$ cat config.mk
export PLATFORM = sky130hd
export DESIGN_NAME = mcm_pipe
export DESIGN_NICKNAME = d
export VERILOG_FILES = /design/src/rtl/mcm_pipe.sv
export SDC_FILE = /design/constraint.sdc
export NUM_CORES = 2
export LEC_CHECK = 0
export CORE_AREA = 10 10 560 562
export DETAILED_ROUTE_END_ITERATION = 8
export DIE_AREA = 0 0 570 572
export PLACE_DENSITY_LB_ADDON = 0.08
export SLEW_MARGIN = 30
export SYNTH_ARGS = -nofsm -noshare
export SYNTH_HDL_FRONTEND = slang
export SYNTH_SLANG_ARGS = --single-unit
export TNS_END_PERCENT = 30
$ cat constraint.sdc
create_clock -name clk -period 74.2 [get_ports clk]
set_clock_uncertainty 0.05 [all_clocks]
set_input_delay 18.55 -clock clk [delete_from_list [all_inputs] [get_ports clk]]
set_output_delay 18.55 -clock clk [all_outputs]
set_load 0.02 [all_outputs]
$ cat src/rtl/mcm_pipe.sv
`default_nettype none
//============================================================================
// Module   : mcm_pipe
// Purpose  : Multi-lane, two-stage elastic shift-add multiplier of unsigned
//            samples by the 22 angular-interpolation filter coefficients.
//            Define MCM_PIPE_SAT_EN to clamp products to OUT_W instead of
//            wrapping them.
// Revision : 1.0 - initial release
//============================================================================
module mcm_pipe #(
    parameter int SAMPLE_W = 8,
    parameter int LANES    = 4,
    parameter int OUT_W    = 16
) (
    input  logic                        clk,
    input  logic                        rst,
    input  logic                        in_valid,
    output logic                        in_ready,
    input  logic [LANES*SAMPLE_W-1:0]   in_x,
    output logic                        out_valid,
    input  logic                        out_ready,
    output logic [LANES*22*OUT_W-1:0]   out_y,
    output logic                        ovf
);

    localparam int c_iw    = SAMPLE_W + 6;
    localparam int c_ncoef = 22;

    // Fundamental slots: 0:x 1:3x 2:5x 3:7x 4:9x 5:11x 6:13x 7:15x
    function automatic logic signed [c_iw-1:0] coef_prod(
        input int                     k,
        input logic signed [c_iw-1:0] x,
        input logic signed [c_iw-1:0] f3,
        input logic signed [c_iw-1:0] f5,
        input logic signed [c_iw-1:0] f7,
        input logic signed [c_iw-1:0] f9,
        input logic signed [c_iw-1:0] f11,
        input logic signed [c_iw-1:0] f13,
        input logic signed [c_iw-1:0] f15
    );
        case (k)
            0:       coef_prod = -x;
            1:       coef_prod = -(x <<< 1);
            2:       coef_prod = -f3;
            3:       coef_prod = -(x <<< 2);
            4:       coef_prod = -f5;
            5:       coef_prod = -(f3 <<< 1);
            6:       coef_prod = x <<< 4;
            7:       coef_prod = f15;
            8:       coef_prod = f7 <<< 1;
            9:       coef_prod = f13;
            10:      coef_prod = f3 <<< 2;
            11:      coef_prod = f11;
            12:      coef_prod = f5 <<< 1;
            13:      coef_prod = f9;
            14:      coef_prod = x <<< 3;
            15:      coef_prod = f7;
            16:      coef_prod = f3 <<< 1;
            17:      coef_prod = f5;
            18:      coef_prod = x <<< 2;
            19:      coef_prod = f3;
            20:      coef_prod = x <<< 1;
            default: coef_prod = x;
        endcase
    endfunction

    logic                   r_s1_valid;
    logic                   r_s2_valid;
    logic                   r_ovf;
    logic [LANES*22*OUT_W-1:0] r_out_y;
    logic                   w_s1_adv;
    logic                   w_s2_adv;

    logic signed [c_iw-1:0] w_fund [LANES][8];
    logic signed [c_iw-1:0] r_fund [LANES][8];
    logic [LANES*22*OUT_W-1:0] w_red;
    logic [LANES*22-1:0]       w_ovf;

    assign w_s2_adv  = !r_s2_valid || out_ready;
    assign w_s1_adv  = !r_s1_valid || w_s2_adv;
    assign in_ready  = w_s1_adv;
    assign out_valid = r_s2_valid;
    assign out_y     = r_out_y;
    assign ovf       = r_ovf;

    // 11x and 13x reuse 3x so every fundamental is one add/subtract deep past 3x
    for (genvar l = 0; l < LANES; l++) begin : g_s1_lane
        logic signed [c_iw-1:0] w_x;
        assign w_x = $signed({6'b0, in_x[l*SAMPLE_W +: SAMPLE_W]});
        assign w_fund[l][0] = w_x;
        assign w_fund[l][1] = (w_x <<< 1) + w_x;
        assign w_fund[l][2] = (w_x <<< 2) + w_x;
        assign w_fund[l][3] = (w_x <<< 3) - w_x;
        assign w_fund[l][4] = (w_x <<< 3) + w_x;
        assign w_fund[l][5] = (w_fund[l][1] <<< 2) - w_x;
        assign w_fund[l][6] = (w_fund[l][1] <<< 2) + w_x;
        assign w_fund[l][7] = (w_x <<< 4) - w_x;
    end

    for (genvar l = 0; l < LANES; l++) begin : g_s2_lane
        for (genvar k = 0; k < c_ncoef; k++) begin : g_coef
            logic signed [c_iw-1:0] w_p;
            assign w_p = coef_prod(k, r_fund[l][0], r_fund[l][1], r_fund[l][2],
                                   r_fund[l][3], r_fund[l][4], r_fund[l][5],
                                   r_fund[l][6], r_fund[l][7]);
            if (OUT_W >= c_iw) begin : g_wide
                assign w_red[(l*c_ncoef+k)*OUT_W +: OUT_W] = OUT_W'(w_p);
                assign w_ovf[l*c_ncoef+k] = 1'b0;
            end else begin : g_narrow
                logic w_fit;
                // Fits when every bit above the OUT_W sign bit equals it
                assign w_fit = (w_p[c_iw-1:OUT_W-1] == {(c_iw-OUT_W+1){w_p[c_iw-1]}});
                assign w_ovf[l*c_ncoef+k] = !w_fit;
`ifdef MCM_PIPE_SAT_EN
                assign w_red[(l*c_ncoef+k)*OUT_W +: OUT_W] = w_fit ? w_p[OUT_W-1:0] :
                    (w_p[c_iw-1] ? {1'b1, {(OUT_W-1){1'b0}}} : {1'b0, {(OUT_W-1){1'b1}}});
`else
                assign w_red[(l*c_ncoef+k)*OUT_W +: OUT_W] = w_p[OUT_W-1:0];
`endif
            end
        end
    end

    always_ff @(posedge clk or posedge rst) begin
        if (rst) begin
            r_s1_valid <= 1'b0;
            for (int l = 0; l < LANES; l++) begin
                for (int j = 0; j < 8; j++) begin
                    r_fund[l][j] <= '0;
                end
            end
        end else if (w_s1_adv) begin
            r_s1_valid <= in_valid;
            if (in_valid) begin
                r_fund <= w_fund;
            end
        end
    end

    always_ff @(posedge clk or posedge rst) begin
        if (rst) begin
            r_s2_valid <= 1'b0;
            r_out_y    <= '0;
            r_ovf      <= 1'b0;
        end else if (w_s2_adv) begin
            r_s2_valid <= r_s1_valid;
            if (r_s1_valid) begin
                r_out_y <= w_red;
                if (|w_ovf) begin
                    r_ovf <= 1'b1;
                end
            end
        end
    end

endmodule
`default_nettype wire
==> impl_results.md <==
- Status: finished, final reports clean
- Prevailing post-synth register cell: dfrtp_1
- Synth top area share: 0.4274
- Clock tree buffer depth: 3
- Final Max Slew Viols: 0
- Slew of the pin with the lowest slew margin: 0.9572 ns
- Routed len/inst: 22.64 microns
- Post-synthesis adder-cell area fraction: 0.06134
- Sink Count: 758
- GPL Wtd Cong: 0.7410
- Fin Setup TNS: 0 ns
- Post-DRT Antenna Nets: 0
- Slew headroom: 0.3599
- EDFF count, synth: 0
- Largest family of logic cells by synthesized area: buffers and inverters
- Critical-path top delay cell: clkdlybuf4s50_1
- Post-Synth Simple-Gate Area: 0.1706
- Detailed-router iteration count before antenna repair: 7
- Post-CTS Resized: 0
- PD cells: 32.60 nW/um^2
- H-Tree Depth: 3
- Worst vdd ir: 0.03499 mV
- Initial antenna violation count: 22
- Final net count: 5,786
- Site Rows: 202
- Crit. Startpoint: out_ready
- Synthesis-to-layout area growth: 31.44%
- Period utilization: 0.5192
- Initial DRC count: 1,676
- Fraction of layout cells with a size suffix above 1: 0.05114
- Post-DP HPWL: 170,000 microns
- Fin crit period: 38.52 ns
- Post-synthesis xor/xnor area fraction: 0.04606
- Starting Density: 0.1470
- Core area: 302,000 sq um
- Mapped Area: 44,380 sq um
- Setup violations, final: 0
- Mux cell area share after synthesis: 0.002650
- Sequential-to-total area share from yosys stat: 0.4274
- Worst-Skew Late Latency: 0.76 ns
- Compound-cell area share of the yosys netlist: 0.1031
- Worst-path fanout max: 4
- Drt drc: 0
- Reg2reg start: out_valid$_DFFE_PP0P_
- Total grt overflow: 0
- Worst EP required: 55.60 ns
- CTS clk-pin slew, worst paths: 0.05 ns
- Avg Vias per Cell: 3.554
- Worst Path Arrival: 19.92 ns
- Setup WS pre-CTS: 35.71 ns
- CTS tree: done
- WS Path Type: in2out
- CTS Buf Count: 110
- Die Y: 572 microns
- Post-CTS Hold Buffers: 0
- Syn Area/Cell: 8.756 sq um
- Final WL: 217,800 microns
- Leak Pwr: 25.69 nW
- Synth cell types: 79
- PortBufs: 1,125
- First-pass GRT wire length: 297,500 microns
- Tot Pwr: 1.902 mW
- Die width: 570 microns
- Critical path launch point type: input pin
- Vias: 34,180
- Synthesis warning total: 0
- Worst-path cell chain: clkdlybuf4s50_1 > nand3b_1 > clkdlybuf4s50_1
- CP endpoint kind: output pin
- Worst Min Path Start: out_y[419]$_DFFE_PP0P_
- Vias in the first global route: 36,020
- Worst path bufs/invs: 2
- Peak Freq: 0.02596 GHz
- Die area: 326,000 sq um
- Hold crit path type: reg2reg
- Most frequent cells in the layout: nand2_1, clkdlybuf4s50_1, dfrtp_1
- Boundary pin count: 1,447
- Crit-path leading delay family: buffers and inverters
- Post-synthesis cell count: 5,069
- Unrepaired setup endpoints after global routing: false
- Synth top area cells: dfrtp_1, buf_4, nand2_1
- Finished Cell Area: 58,340 sq um
- Max Cap Viol: 0
- Fin. Hold Viols: 0
- Cell accounting for the most synthesized area: dfrtp_1
- # Post-CTS Setup Buffers: 0
- GRT Overall Usage: 0.1266
- Largest net degree at the start of global routing: 191
- Most used cell, CP: clkdlybuf4s50_1
- Placed cell area: 54,490 sq um
- Synth Register Bits: 758
- WHS: 0.4127 ns
- Most common cell after layout, fill and taps aside: nand2_1
- Post-route setup slack: 35.68 ns
- CP peak stage delay: 0.67 ns
- CTS root buffer: clkbuf_16
- Post-synth ARST share: 1.000
## state kept, by name (all words and copies together), names as in the netlist
| signal | count |
|---|---|
| g_s2_lane.g_coef.w_p | 304 |
| out_valid | 1 |
| out_y | 452 |
| r_s1_valid | 1 |
## final cells by class
class	count	area, sq um
Sequential cell	758	18970
Clock inverter	35	478.0
Antenna cell	8	20.02
Inverter	129	491.7
Timing Repair Buffer	1186	11820
Fill cell	33320	243700
Clock buffer	167	3297
Multi-Input combinational cell	3357	18280
Tap cell	3978	4977
## Yosys cell counts, drive strengths merged, types with 4 or more instances
| cell | n |
|---|---|
| o2111ai | 5 |
| or3 | 22 |
| o21bai | 16 |
| nor2b | 18 |
| o21ai | 373 |
| and2 | 6 |
| dfrtp | 758 |
| nand2b | 28 |
| or4 | 14 |
| mux2 | 6 |
| nand3 | 44 |
| a21oi | 96 |
| nor4bb | 5 |
| xnor2 | 140 |
| mux2i | 5 |
| and4 | 6 |
| nand2 | 1415 |
| o21a | 38 |
| nor3 | 65 |
| o41ai | 5 |
| and3 | 8 |
| a31o | 6 |
| nor2 | 143 |
| o311ai | 5 |
| ha | 192 |
| a31oi | 33 |
| nand4 | 12 |
| nor4 | 16 |
| xor2 | 90 |
| and3b | 9 |
| a2111oi | 7 |
| a21o | 51 |
| o31a | 4 |
| a21boi | 8 |
| o211ai | 30 |
| fa | 16 |
| clkbuf | 173 |
| o31ai | 25 |
| a211o | 7 |
| buf | 972 |
| inv | 126 |
| or3b | 4 |
| nor3b | 13 |
| a211oi | 20 |
## per-layer routing
metal | global-route usage | share of wire
met3 | 0.02676 | 0.053
met5 | 0 | 0.00012
met1 | 0.1618 | 0.44
met2 | 0.2183 | 0.48
met4 | 0.02855 | 0.022
## final timing paths
check / slack, ns / end / depth (start not counted)
hold reg to reg: 0.41 / out_y[419]$_DFFE_PP0P_ / 2
min in group asynchronous: 18.16 / out_y[986]$_DFFE_PP0P_ / 2
max in group asynchronous: 52.03 / g_s2_lane[0].g_coef[15].w_p[4]$_DFFE_PP0P_ / 7
setup / recovery: 35.68 / in_ready / 3
setup reg to reg: 70.08 / out_y[447]$_DFFE_PP0P_ / 8
hold / removal: 0.41 / out_y[419]$_DFFE_PP0P_ / 2
## cell families after synthesis
kind of cell               count (synthesis)
and+or+nand+nor                         1837
adders and majority gates                208
AOI/OAI and AO/OA                        750
muxes                                     11
xor gates and xnor gates                 230
buffers and inverters                   1274
DFF                                      758
other                                      1
## tightest hold or removal path, stage by stage, from the launching register on
cell and delay [ns]:
dfrtp_1 0.34, nand2_1 0.05, nand2_1 0.04
## power breakdown
part	switching, mW	internal (mW)	total (mW)
Clock	0.224	0.330	0.555
Combinational	0.432	0.292	0.723
Sequential	0.119	0.505	0.624
## metrics by stage
step,util,instances
floorplan,-,5389
global placement,0.1803,9406
detailed placement,0.1804,9406
CTS,0.1929,9608
global route,0.1931,9612
finish,0.1931,9618
Note: power is estimated with default switching activity, not from simulation.
